===== config.mk =====
export PLATFORM = sky130hd
export DESIGN_NAME = systolic_array_ctrl
export DESIGN_NICKNAME = d
export VERILOG_FILES = /design/src/rtl/systolic_array_ctrl.sv
export SDC_FILE = /design/constraint.sdc
export NUM_CORES = 2
export LEC_CHECK = 0
export BUFFER_PORTS_ARGS = -buffer_cell sky130_fd_sc_hd__buf_2
export CAP_MARGIN = 20
export CORE_MARGIN = 2
export CORE_UTILIZATION = 25
export DETAILED_ROUTE_END_ITERATION = 10
export HOLD_SLACK_MARGIN = 0.03
export MAX_ROUTING_LAYER = met4
export PLACE_DENSITY = 0.39
export SLEW_MARGIN = 25
export SYNTH_ARGS = -nofsm -noshare
export SYNTH_HDL_FRONTEND = slang
export SYNTH_SLANG_ARGS = --single-unit
export TNS_END_PERCENT = 100

===== constraint.sdc =====
create_clock -name clk -period 99.4 [get_ports clk]
set_input_delay 19.88 -clock clk [delete_from_list [all_inputs] [get_ports clk]]
set_output_delay 19.88 -clock clk [all_outputs]
set_load 0.005 [all_outputs]

===== src/rtl/systolic_array_ctrl.sv =====
// Sequencer for a SIZE x SIZE systolic array: fetches K operand slices, skews them
// lane-by-lane onto the array edges, then waits for the wavefront to drain before flagging done.
module systolic_array_ctrl #(
   parameter int unsigned SIZE       = 16,
   parameter int unsigned DATA_WIDTH = 8,
   parameter int unsigned K_WIDTH    = 16
) (
   input  logic                         clk,
   input  logic                         rst,
   input  logic                         start,
   input  logic [K_WIDTH-1:0]           k_len,
   output logic                         busy,
   output logic                         done,
   output logic                         op_rd_en,
   output logic [K_WIDTH-1:0]           op_rd_addr,
   input  logic [SIZE*DATA_WIDTH-1:0]   a_rd_data,
   input  logic [SIZE*DATA_WIDTH-1:0]   b_rd_data,
   output logic [SIZE*DATA_WIDTH-1:0]   west_inputs,
   output logic [SIZE*DATA_WIDTH-1:0]   north_inputs,
   output logic                         accum_reset,
   output logic                         result_valid
);

   localparam int unsigned DrainW = $clog2(2 * SIZE);
   localparam logic [DrainW-1:0] DrainLast = DrainW'(2 * SIZE - 2);

   typedef enum logic [1:0] {StIdle, StFeed, StDrain, StDone} state_e;

   state_e              state_q, state_d;
   logic [K_WIDTH-1:0]  k_len_q, k_len_d;
   logic [K_WIDTH-1:0]  k_cnt_q, k_cnt_d;
   logic [DrainW-1:0]   drain_q, drain_d;
   logic                accum_q, accum_d;
   logic                rd_vld_q, rd_vld_d;
   logic [SIZE-2:0]     vld_sh_q, vld_sh_d;
   logic [SIZE-1:0]     lane_vld;

   always_comb begin
      state_d = state_q;
      k_len_d = k_len_q;
      k_cnt_d = k_cnt_q;
      drain_d = drain_q;
      accum_d = 1'b0;
      unique case (state_q)
         StIdle: begin
            if (start) begin
               k_len_d = k_len;
               k_cnt_d = '0;
               accum_d = 1'b1;
               state_d = (k_len == '0) ? StDone : StFeed;
            end
         end
         StFeed: begin
            if (k_cnt_q == k_len_q - K_WIDTH'(1)) begin
               k_cnt_d = '0;
               drain_d = '0;
               state_d = StDrain;
            end else begin
               k_cnt_d = k_cnt_q + K_WIDTH'(1);
            end
         end
         StDrain: begin
            // 2*SIZE-1 drain cycles: last slice crosses SIZE-1 skew stages and SIZE-1 PE hops
            if (drain_q == DrainLast) begin
               state_d = StDone;
            end else begin
               drain_d = drain_q + DrainW'(1);
            end
         end
         StDone:  state_d = StIdle;
         default: state_d = StIdle;
      endcase
   end

   always_ff @(posedge clk or posedge rst) begin
      if (rst) begin
         state_q <= StIdle;
         k_len_q <= '0;
         k_cnt_q <= '0;
         drain_q <= '0;
         accum_q <= 1'b0;
      end else begin
         state_q <= state_d;
         k_len_q <= k_len_d;
         k_cnt_q <= k_cnt_d;
         drain_q <= drain_d;
         accum_q <= accum_d;
      end
   end

   assign busy         = (state_q != StIdle);
   assign done         = (state_q == StDone);
   assign result_valid = done;
   assign op_rd_en     = (state_q == StFeed);
   assign op_rd_addr   = k_cnt_q;
   assign accum_reset  = accum_q;

   // Buffer data is valid the cycle after a read; lane i sees that valid delayed i cycles.
   assign lane_vld = {vld_sh_q, rd_vld_q};

   always_comb begin
      rd_vld_d = op_rd_en;
      vld_sh_d = lane_vld[SIZE-2:0];
   end

   always_ff @(posedge clk or posedge rst) begin
      if (rst) begin
         rd_vld_q <= 1'b0;
         vld_sh_q <= '0;
      end else begin
         rd_vld_q <= rd_vld_d;
         vld_sh_q <= vld_sh_d;
      end
   end

   for (genvar i = 0; i < SIZE; i++) begin : g_lane
      if (i == 0) begin : g_direct
         assign west_inputs[0 +: DATA_WIDTH]  = lane_vld[0] ? a_rd_data[0 +: DATA_WIDTH] : '0;
         assign north_inputs[0 +: DATA_WIDTH] = lane_vld[0] ? b_rd_data[0 +: DATA_WIDTH] : '0;
      end else begin : g_skew
         logic [i*DATA_WIDTH-1:0] a_pipe_q, a_pipe_d;
         logic [i*DATA_WIDTH-1:0] b_pipe_q, b_pipe_d;

         always_comb begin
            a_pipe_d = a_pipe_q << DATA_WIDTH;
            b_pipe_d = b_pipe_q << DATA_WIDTH;
            a_pipe_d[DATA_WIDTH-1:0] = a_rd_data[i*DATA_WIDTH +: DATA_WIDTH];
            b_pipe_d[DATA_WIDTH-1:0] = b_rd_data[i*DATA_WIDTH +: DATA_WIDTH];
         end

         always_ff @(posedge clk or posedge rst) begin
            if (rst) begin
               a_pipe_q <= '0;
               b_pipe_q <= '0;
            end else begin
               a_pipe_q <= a_pipe_d;
               b_pipe_q <= b_pipe_d;
            end
         end

         assign west_inputs[i*DATA_WIDTH +: DATA_WIDTH] =
            lane_vld[i] ? a_pipe_q[(i-1)*DATA_WIDTH +: DATA_WIDTH] : '0;
         assign north_inputs[i*DATA_WIDTH +: DATA_WIDTH] =
            lane_vld[i] ? b_pipe_q[(i-1)*DATA_WIDTH +: DATA_WIDTH] : '0;
      end
   end

endmodule


==> impl_metrics.py <==
metrics = {
    "finish": {
        "layoutNonFillerInstCount": 6224,
        "nFillCells": 20400,
        "nets": 3511,
        "drive_above_1_share_pct": 28.1,
        "syn2layout_area_growth_pct": 26.5,
    },
    "clock_network": {
        "cts_buffers": 208,
        "root_buffer": "clkbuf_16",
        "cts_buffer_depth": 3,
        "clock-sinks": 1976,
        "cts_tree": "built",
        "cts_hold_repair.buffers": 0,
        "cts.clk_slew.worst_paths_ns": 0.06,
        "h-tree-depth": 4,
        "cts_setup_buffers": 0,
        "post_cts_resized": 0,
        "clock_latency_ns": 0.85,
    },
    "timing": {
        "tns_ns": 0,
        "fmax_ghz": 0.0249,
        "period_needed_ns": 40.20,
        "clock_skew_ns": 0.0582,
        "slew_violations": 0,
        "fin_crit_sh_pct": 40.4,
        "max_slew_margin_pct": 41.2,
        "finalHoldViolations": 0,
        "rsz0062_at_grt": "no",
        "setup_violations": 0,
        "tightest_slew_ns": 0.882,
    },
    "worst_setup_path": {
        "path_buf_inv": 2,
        "startpoint_type": "input pin",
        "worstPathMaxFanout": 1,
        "critPathArrivalTime_ns": 20.32,
        "slowest_delay_ns": 0.20,
        "cpLargestDelayFamily": "buffers and inverters",
        "timing.rr.end": "op_rd_addr[13]$_DFFE_PP0P_",
        "crit_chain": "buf_2 > and2_1 > buf_2",
        "cp_common_cell": "buf_2",
        "worst-setup-path-type": "in2out",
        "rrSetupSlack_ns": 95.82,
        "r2r_cells": 10,
        "path_depth": 3,
        "end_kind": "output pin",
        "r2r-start": "k_len_q[0]$_DFFE_PP0P_",
        "worstPathRequired_ns": 79.52,
        "crit_slowest_cell": "and2_1",
    },
    "run_status": {
        "outcome": "finished, final reports clean",
    },
    "global_routing": {
        "grt_antenna_before_repair": 40,
        "grt_overflow_total": 0,
        "grt_pass1_vias": 23900,
        "grt_start_max_net_pins": 199,
        "grt_first_pass_wirelength_mm": 154,
        "grt_use_total_pct": 9.81,
    },
    "synth": {
        "ys_async_sr_fraction_pct": 100,
        "syn_area_sq_mm": 0.0526,
        "yosys.area.top_type_share_pct": 94.1,
        "syn_inst": 2463,
        "yosysSeqAreaShare_pct": 94.1,
        "synthesis.nets": 2746,
        "synthTopCellsByArea": "dfrtp_1 94%, and2_1 3.0%, xnor2_1 0.33%",
        "synth-main-ff-cell": "dfrtp_1",
        "synth.distinct_cells": 48,
        "ys_seq_elements": 1976,
        "synth_edf_count": 0,
        "avgSynthCellArea_sq_um": 21.3,
        "ys_warn_count": 0,
        "yosysTopAreaCell": "dfrtp_1",
    },
    "floorplan": {
        "die_w_microns": 463,
        "die_h_microns": 463,
        "coreArea_sq_mm": 0.209,
        "io_pins": 552,
        "num_rows": 168,
        "initial_utilization_pct": 25.1,
        "die-area_sq_mm": 0.214,
    },
    "routing": {
        "drc": 0,
        "routed_via_density": 3.49,
        "vias": 21700,
        "detail-route-antenna-nets": 0,
        "drt_first_pass_iters": 4,
        "wl_per_cell_microns": 15.8,
        "drt_iter0_drc": 1293,
        "wl_mm": 98.6,
    },
    "placement": {
        "place_congestion": 0.823,
        "dp_cells": 5819,
        "io_buffers": 551,
        "dp_hpwl_mm": 61.6,
    },
    "run": {
        "max_cap_violations": 0,
    },
    "pwr": {
        "power_leakage_nw": 30.5,
        "ir_drop_mv": 0.0174,
        "pwr_density_cell_mw_per_mm2": 27.0,
    },
    "worst_hold_path": {
        "hold_class": "reg2reg",
        "hold_depth": 0,
        "min_to": "g_lane[14].g_skew.b_pipe_q[56]$_DFF_PP0_",
        "min_from": "g_lane[14].g_skew.b_pipe_q[48]$_DFF_PP0_",
    },
}
-- layout make-up --
class / instances / area (sq um) / area share, %
inverters: 13 / 61.3 / 0.0922
diodes: 16 / 40.0 / 0.0602
well taps: 2805 / 3510 / 5.28
repair buffers: 580 / 3120 / 4.70
clock inverters: 102 / 1450 / 2.18
flip-flops and latches: 1976 / 49500 / 74.4
clock buffers: 283 / 5880 / 8.84
multi-input cells: 449 / 2960 / 4.45
-- state kept, by name, summed over array words and instances, names as in the netlist --
signal	count
g_lane.g_skew.a_pipe_q	960
vld_sh_q	15
accum_reset	1
g_lane.g_skew.b_pipe_q	960
k_len_q	16
op_rd_addr	16
drain_q	5
rd_vld_q	1
state_q	2
-- layout by cell type (no fill, tap or decap), types with 14 or more instances in the layout --
cell type	synthesis	layout
clkbuf_8	0	39
buf_4	1	14
bufinv_16	0	23
clkbuf_16	0	208
dfrtp_1	1976	1973
diode_2	0	16
mux2_2	15	15
clkinv_2	0	44
nor2_1	23	23
nand2_1	24	24
buf_2	2	551
and2_1	256	256
xnor2_1	20	20
clkbuf_1	21	36
-- power breakdown --
| group | switching [mW] | total (mW) | internal, mW |
|---|---|---|---|
| clock | 0.324 | 0.802 | 0.478 |
| sequential | 0.0328 | 0.884 | 0.852 |
| combinational | 0.0640 | 0.109 | 0.0445 |
| total | 0.421 | 1.79 | 1.37 |
-- layer usage --
metal | vias up | part of all wire [%] | global-route usage, %
li1 | 9321 | - | -
met1 | 11500 | 40 | 11.4
met2 | 648 | 50 | 15.6
met3 | 274 | 6.9 | 3.30
met4 | 0 | 3.6 | 4.09
met5 | - | 0 | -
-- cell usage after synthesis (all sizes together), types with 4 or more instances --
| cell type | number |
|---|---|
| nor3 | 11 |
| xnor2 | 20 |
| o21ai | 9 |
| and2 | 256 |
| a21oi | 10 |
| nand3 | 12 |
| nor2 | 23 |
| mux2 | 15 |
| ha | 8 |
| nor4 | 7 |
| or3 | 4 |
| inv | 13 |
| nand4 | 4 |
| nand2 | 25 |
| xor2 | 10 |
| buf | 4 |
| dfrtp | 1976 |
| clkbuf | 21 |
-- logic make-up after synthesis --
group	count (synthesis)	share of synthesized area, %
compound gates	37	0.486
xor+xnor	30	0.500
fa+ha+maj	8	0.190
buf+inv	38	0.298
flops	1976	94.1
mux	18	0.379
simple gates	356	4.07
-- worst max-delay path by stage --
stage	slack [ns]	start	end
finish	59.20	a_rd_data[4]	west_inputs[4]
global route	59.21	a_rd_data[4]	west_inputs[4]
CTS	59.21	a_rd_data[4]	west_inputs[4]
detailed placement	59.21	a_rd_data[4]	west_inputs[4]
global placement	59.21	a_rd_data[4]	west_inputs[4]
floorplan	23.71	rst	accum_reset$_DFF_PP0_
-- stage by stage --
step / hold WS (ns) / setup slack (ns) / total power [mW] / area (sq um) / utilization (%)
final: 0.307 / 59.20 / 1.79 / 66500 / 31.7
after global routing: 0.313 / 59.21 / 1.89 / 66500 / 31.7
after CTS: 0.295 / 59.21 / 1.84 / 66300 / 31.7
after detailed placement: 0.335 / 59.21 / 1.02 / 59000 / 28.2
after global placement: 0.331 / 59.21 / 1.01 / 59000 / 28.2
after floorplan: 0.331 / 23.71 / 0.948 / 52600 / -
No activity file was read; power rests on OpenSTA's default activity.
